--- config.mk ---
export PLATFORM = sky130hd
export DESIGN_NAME = cv32e40p_alu_vote_dispatch_ft
export DESIGN_NICKNAME = d
export VERILOG_FILES = /design/src/rtl/cv32e40p_alu_vote_dispatch_ft.sv
export SDC_FILE = /design/constraint.sdc
export NUM_CORES = 1
export LEC_CHECK = 0
export BUFFER_PORTS_ARGS = -buffer_cell sky130_fd_sc_hd__buf_2
export CAP_MARGIN = 20
export CELL_PAD_IN_SITES_DETAIL_PLACEMENT = 0
export CELL_PAD_IN_SITES_GLOBAL_PLACEMENT = 1
export CORE_ASPECT_RATIO = 0.5
export CORE_MARGIN = 4
export CORE_UTILIZATION = 25
export CTS_BUF_LIST = sky130_fd_sc_hd__clkbuf_2
export CTS_CLUSTER_DIAMETER = 100
export CTS_CLUSTER_SIZE = 8
export DETAILED_ROUTE_END_ITERATION = 6
export PLACE_DENSITY_LB_ADDON = 0.1
export SYNTH_ARGS = -nofsm -noshare
export SYNTH_HDL_FRONTEND = slang
export SYNTH_SLANG_ARGS = --single-unit
export TNS_END_PERCENT = 50
--- constraint.sdc ---
create_clock -name clk -period 7.7 [get_ports clk]
set_clock_uncertainty 0.1 [all_clocks]
set_input_delay 0 -clock clk [delete_from_list [all_inputs] [get_ports clk]]
set_output_delay 0 -clock clk [all_outputs]
set_load 0.01 [all_outputs]
--- src/rtl/cv32e40p_alu_vote_dispatch_ft.sv ---
// Fault-tolerant ALU dispatcher and voter.
// Picks which of four redundant ALUs execute each operation, based on a
// per-class table rebuilt from a sticky permanent-fault map, and votes on
// their results one cycle later.
//
// Handshake: an operation is accepted in a cycle where valid_i && ready_o;
// ready_o is low while the selection table is being rebuilt, and valid_i in
// such a cycle is dropped (no result, no error pulse). Accepted operations
// produce exactly one result_valid_o pulse on the following cycle.
module cv32e40p_alu_vote_dispatch_ft #(
   parameter int ALU_OP_WIDTH = 7,
   parameter int DATA_WIDTH   = 32
) (
   input  logic                         clk,
   input  logic                         rst,
   input  logic                         valid_i,
   input  logic [ALU_OP_WIDTH-1:0]      alu_operator_i,
   input  logic [3:0][DATA_WIDTH-1:0]   alu_result_i,
   input  logic [3:0][8:0]              permanent_faulty_alu_i,
   output logic                         ready_o,
   output logic [3:0]                   alu_enable_o,
   output logic [DATA_WIDTH-1:0]        result_o,
   output logic                         result_valid_o,
   output logic [3:0]                   error_detected_o,
   output logic                         no_majority_o,
   output logic [3:0]                   clock_en_o
);

   typedef enum logic {IDLE = 1'b0, UPDATE = 1'b1} state_e;

   localparam logic [3:0] CLS_NONE = 4'd9;

   state_e                  state_q;
   logic [3:0]              idx_q;
   logic [3:0][8:0]         snap_q, snap_d;
   logic [3:0]              table_q [9];
   logic [3:0]              clock_en_q;
   logic                    fault_change;

   logic [3:0]              op_cls;
   logic                    issue;

   logic [2:0]              n_en;
   logic                    first_found, maj_found;
   logic [DATA_WIDTH-1:0]   first_val, maj_val;
   logic [DATA_WIDTH-1:0]   vote_result;
   logic [3:0]              vote_err;
   logic                    vote_nomaj;

   logic [DATA_WIDTH-1:0]   result_q;
   logic                    result_valid_q;
   logic [3:0]              err_q;
   logic                    nomaj_q;

   // Map an operator to its fault class; 9 means unclassified.
   function automatic logic [3:0] op_class(input logic [ALU_OP_WIDTH-1:0] op);
      case (op)
         7'b0011000, 7'b0011001, 7'b0011010, 7'b0011011,
         7'b0011100, 7'b0011101, 7'b0011110, 7'b0011111,
         7'b0100100, 7'b0100101, 7'b0100110, 7'b0100111: return 4'd0;
         7'b0101111, 7'b0101110, 7'b0010101:             return 4'd1;
         7'b0101000, 7'b0101001, 7'b0101010, 7'b0101011,
         7'b0101100, 7'b1001001:                         return 4'd2;
         7'b0110110, 7'b0110111, 7'b0110100, 7'b0110101: return 4'd3;
         7'b0111110, 7'b0111111, 7'b0111010, 7'b0111011,
         7'b0111000, 7'b0111001, 7'b0101101:             return 4'd4;
         7'b0000000, 7'b0000001, 7'b0000100, 7'b0000101,
         7'b0001000, 7'b0001001, 7'b0001010, 7'b0001011,
         7'b0001100, 7'b0001101, 7'b0000010, 7'b0000011,
         7'b0000110, 7'b0000111:                         return 4'd5;
         7'b0010100, 7'b0010110, 7'b0010111:             return 4'd6;
         7'b0010000, 7'b0010001, 7'b0010010, 7'b0010011: return 4'd7;
         7'b0110000, 7'b0110001, 7'b0110010, 7'b0110011: return 4'd8;
         default:                                        return CLS_NONE;
      endcase
   endfunction

   // Up to three lowest-index healthy ALUs for a class; ALU0 alone if none.
   function automatic logic [3:0] class_mask(input logic [3:0][8:0] f, input logic [3:0] c);
      logic [3:0] m;
      logic [1:0] n;
      m = 4'b0000;
      n = 2'd0;
      for (int k = 0; k < 4; k++) begin
         if (!f[k][c] && (n < 2'd3)) begin
            m[k] = 1'b1;
            n    = n + 2'd1;
         end
      end
      if (m == 4'b0000) m = 4'b0001;
      return m;
   endfunction

   // Snapshot follows the fault map whenever it changes, in either state.
   always_comb begin
      fault_change = (permanent_faulty_alu_i != snap_q);
      snap_d       = fault_change ? permanent_faulty_alu_i : snap_q;
   end

   // Dispatch: classify the operator and enable the selected ALUs on accept.
   always_comb begin
      ready_o      = (state_q == IDLE);
      issue        = valid_i && ready_o;
      op_cls       = op_class(alu_operator_i);
      alu_enable_o = 4'b0000;
      if (issue) alu_enable_o = (op_cls == CLS_NONE) ? 4'b0111 : table_q[op_cls];
   end

   // Vote over the enabled ALUs: first equal pair wins, single ALU wins alone.
   always_comb begin
      n_en        = 3'd0;
      first_found = 1'b0;
      first_val   = '0;
      maj_found   = 1'b0;
      maj_val     = '0;
      vote_err    = 4'b0000;
      for (int i = 0; i < 4; i++) begin
         if (alu_enable_o[i]) begin
            n_en = n_en + 3'd1;
            if (!first_found) begin
               first_found = 1'b1;
               first_val   = alu_result_i[i];
            end
         end
      end
      for (int i = 0; i < 3; i++) begin
         for (int j = i + 1; j < 4; j++) begin
            if (!maj_found && alu_enable_o[i] && alu_enable_o[j] &&
                (alu_result_i[i] == alu_result_i[j])) begin
               maj_found = 1'b1;
               maj_val   = alu_result_i[i];
            end
         end
      end
      if (n_en == 3'd1) begin
         maj_found = 1'b1;
         maj_val   = first_val;
      end
      vote_result = maj_found ? maj_val : first_val;
      for (int k = 0; k < 4; k++) begin
         vote_err[k] = alu_enable_o[k] && (!maj_found || (alu_result_i[k] != maj_val));
      end
      vote_nomaj = (n_en >= 3'd2) && !maj_found;
   end

   // Table-rebuild FSM: one class entry per cycle, restart on any map change.
   always_ff @(posedge clk) begin
      if (rst) begin
         state_q    <= IDLE;
         idx_q      <= 4'd0;
         snap_q     <= '0;
         clock_en_q <= 4'b1111;
         for (int i = 0; i < 9; i++) table_q[i] <= 4'b0111;
      end else begin
         snap_q <= snap_d;
         for (int k = 0; k < 4; k++) clock_en_q[k] <= ~(&snap_d[k]);
         case (state_q)
            IDLE: begin
               if (fault_change) begin
                  idx_q   <= 4'd0;
                  state_q <= UPDATE;
               end
            end
            UPDATE: begin
               if (fault_change) begin
                  idx_q <= 4'd0;
               end else begin
                  table_q[idx_q] <= class_mask(snap_q, idx_q);
                  if (idx_q == 4'd8) begin
                     idx_q   <= 4'd0;
                     state_q <= IDLE;
                  end else begin
                     idx_q <= idx_q + 4'd1;
                  end
               end
            end
            default: state_q <= IDLE;
         endcase
      end
   end

   // Result stage: single-cycle pulse for each accepted operation.
   always_ff @(posedge clk) begin
      if (rst) begin
         result_q       <= '0;
         result_valid_q <= 1'b0;
         err_q          <= 4'b0000;
         nomaj_q        <= 1'b0;
      end else begin
         result_valid_q <= issue;
         result_q       <= issue ? vote_result : '0;
         err_q          <= issue ? vote_err : 4'b0000;
         nomaj_q        <= issue && vote_nomaj;
      end
   end

   assign result_o         = result_q;
   assign result_valid_o   = result_valid_q;
   assign error_detected_o = err_q;
   assign no_majority_o    = nomaj_q;
   assign clock_en_o       = clock_en_q;

endmodule
==> results.json <==
{
  "fp.dieW_um": 340,
  "seq_area_mm2": 0.00280,
  "mappedNetlistArea_mm2": 0.0138,
  "grt_pass1_vias": 15717,
  "critPathCaptureType": "flop",
  "coreArea_mm2": 0.0542,
  "final.setup.tns_ns": 0,
  "ant_nets": 0,
  "rows": 60,
  "place_ws_ns": 0.884,
  "rr_worst_depth": 21,
  "dp.cells": 2600,
  "final.setup.worst_slack_ns": 0.390,
  "cp.arrival_ns": 8.08,
  "fp.dieH_um": 174,
  "die-area_mm2": 0.0593,
  "path_cells": "nor2b_2, nand3_1, a41oi_1, o2bb2ai_1, or2_2, inv_2, ha_1, and2_1, a211o_1, buf_12, a221o_1, a22oi_1, o2bb2ai_1, o22ai_1, a211oi_1, o2111ai_1, dlygate4sd3_1, nor4_1, dlygate4sd3_1, a211oi_1, dlygate4sd3_1",
  "hpwlAfterDp_um": 67300,
  "rsz0062_at_grt": "no",
  "seq_area_frac_synth": 0.203,
  "drt_iter0_markers": 1998,
  "synth_area_leader_cell": "dfxtp_1",
  "setup_viol": 0,
  "fin_crit_ns": 7.31,
  "synth_most_common_cell": "xor2_1",
  "start_util": 0.255,
  "finalHoldViolCount": 0,
  "switchingPower_w": 0.00129,
  "nets": 2274,
  "cts_tree": "yes",
  "antenna_found_initial": 4,
  "drive_gt1_frac": 0.185,
  "syn2layout_area_growth_pct": 28.3,
  "leakagePower_nw": 6.78,
  "finalNonFillerCells": 2851,
  "fillers": 5940,
  "synth_nets": 1982,
  "maxSlewViolCount": 0,
  "post-synth-top-area-fraction": 0.120,
  "drc_errors": 0,
  "p_int_w": 0.00133,
  "ctsRootBufferMaster": "clkbuf_2",
  "yosysWarnings": 0,
  "async_flop_share": 0,
  "grt_max_degree": 49,
  "p_sw_frac": 0.492,
  "cts_buffers": 17,
  "cp_common_cell": "dlygate4sd3_1",
  "wire_per_inst_um": 31.1,
  "synth_seq_cells": 121,
  "status": "finished clean",
  "fmax_ghz": 0.137,
  "finalCritPeriodShare": 0.949,
  "clockBufferDepth": 2,
  "min_path_cells": 5,
  "slew_headroom": 0.210,
  "finalWirelength_um": 88600,
  "insertion_delay_ns": 0.87,
  "place_congestion": 0.985,
  "pwr-share-comb": 0.543,
  "grt_overflow_total": 0,
  "pwr-share-clk": 0.188,
  "synth.avg_cell_area_um2": 7.69,
  "cts_sinks": 121,
  "syn-instance-count": 1798,
  "crit_path_start_kind": "flop",
  "p_seq_frac": 0.269,
  "hold_class": "in2reg",
  "synth_area_leaders": "dfxtp_1, xor2_1, xnor2_1, edfxtp_1, nor2_1",
  "worstMarginPinSlew_ns": 1.18,
  "cp.required_ns": 8.47,
  "slowest_delay_ns": 0.77,
  "multi_input_area_mm2": 0.0100,
  "hold_slack_ns": 0.0877,
  "cp_slowest_cell": "a22oi_1",
  "htree_num_levels": 4,
  "cp_max_fo": 20,
  "peakVddDrop_mv": 0.0921,
  "ios": 221,
  "synth_commonest_cells": "xor2_1, nor2_1, xnor2_1",
  "max_cap_viol_count": 0,
  "grt_usage": 0.288,
  "synth-edff-count": 38,
  "criticalPathCategory": "reg2reg",
  "io_buffers": 220,
  "powerDensity_mw_per_mm2": 148,
  "clkTransAtPathRegs_ns": 0.40,
  "ys_types": 101,
  "vias_per_cell": 5.63,
  "synth_ff_type": "dfxtp_1",
  "grt_pass1_wl_um": 123000,
  "dr.pass1.iters": 6,
  "vias": 16053
}
==> power groups by stage <==
stage	Sequential [W]	Clock, W	Combinational, W
final	0.000705	0.000493	0.00143
after global placement	0.000718	0	0.00125
after CTS	0.000705	0.000512	0.00136
after global routing	0.000708	0.000538	0.00147
after floorplan	0.000714	0	0.000741
after detailed placement	0.000717	0	0.00123
==> stage by stage <==
step / total power, W / area [µm²] / utilization
3_5_place_dp: 0.00195 / 15300 / 0.283
5_1_grt: 0.00272 / 17700 / 0.327
2_1_floorplan: 0.00145 / 13800 / -
4_1_cts: 0.00258 / 17700 / 0.326
3_3_place_gp: 0.00197 / 15300 / 0.283
6_report: 0.00262 / 17700 / 0.327
==> layout by cell type, fill, tap and decap left out, drive strengths merged, types with 49 or more instances in the layout <==
cell,synthesis,routed
buf,50,268
o21ai,61,61
inv,40,49
nand2,125,125
xor2,182,182
nor4,61,61
xnor2,159,159
nor2,171,172
a21oi,70,70
dlygate4sd3,0,210
dfxtp,83,83
==> state kept, by name (all words and copies together), names as in the netlist <==
| name | count |
|---|---|
| clock_en_o | 4 |
| error_detected_o | 4 |
| idx_q | 4 |
| no_majority_o | 1 |
| result_o | 32 |
| result_valid_o | 1 |
| snap_q | 36 |
| state_q | 1 |
| table_q | 38 |
==> logic make-up after synthesis <==
kind of cell,synth area share
AO/OA/AOI/OAI,0.219
flip-flops,0.203
buffers and inverters,0.0737
XOR/XNOR,0.216
AND/OR/NAND/NOR,0.234
adder cells (fa/ha/maj),0.00905
multiplexers,0.0452
==> cell type report <==
cell class | count | share of cell area
tap | 744 | 0.0525
clock buffer | 18 | 0.00508
clock inverter | 14 | 0.00748
inverter | 40 | 0.00875
sequential | 121 | 0.158
antenna | 4 | 0.000565
timing repair buffer | 478 | 0.202
multi-input combinational | 1432 | 0.565
==> metal layers <==
metal	up-vias	global-route usage	share of wire
met2	866	0.447	0.43
li1	7022	-	-
met4	2	0.0829	0.031
met1	8023	0.406	0.45
met5	-	0	0.00015
met3	140	0.0557	0.087
==> timing repair <==
action                                 4_1_cts  5_1_grt
setup buffers                                0        4
hold buffers                               210        0
resized for setup                            0        2
setup endpoints to repair                    0        4
endpoints found under the hold margin       87        0
==> critical path: cells and delay by family (launching register included) <==
family / cells / cell delay, ns
adder cells (fa/ha/maj): 1 / 0.27
AND/OR/NAND/NOR: 5 / 1.20
flip-flops: 1 / 0.43
buffers and inverters: 5 / 2.17
AO/OA/AOI/OAI: 10 / 3.21
==> worst paths after layout <==
kind | startpoint | end | slack, ns
worst max-delay path | state_q$_SDFF_PP0_ | error_detected_o[0]$_SDFF_PP0_ | 0.39
worst min-delay path | alu_result_i[3] | result_o[3]$_SDFF_PP0_ | 0.09
worst max register to register | state_q$_SDFF_PP0_ | error_detected_o[0]$_SDFF_PP0_ | 0.39
worst min register to register | state_q$_SDFF_PP0_ | idx_q[1]$_SDFFE_PP0P_ | 0.57
No activity file was read; power rests on OpenSTA's default activity.
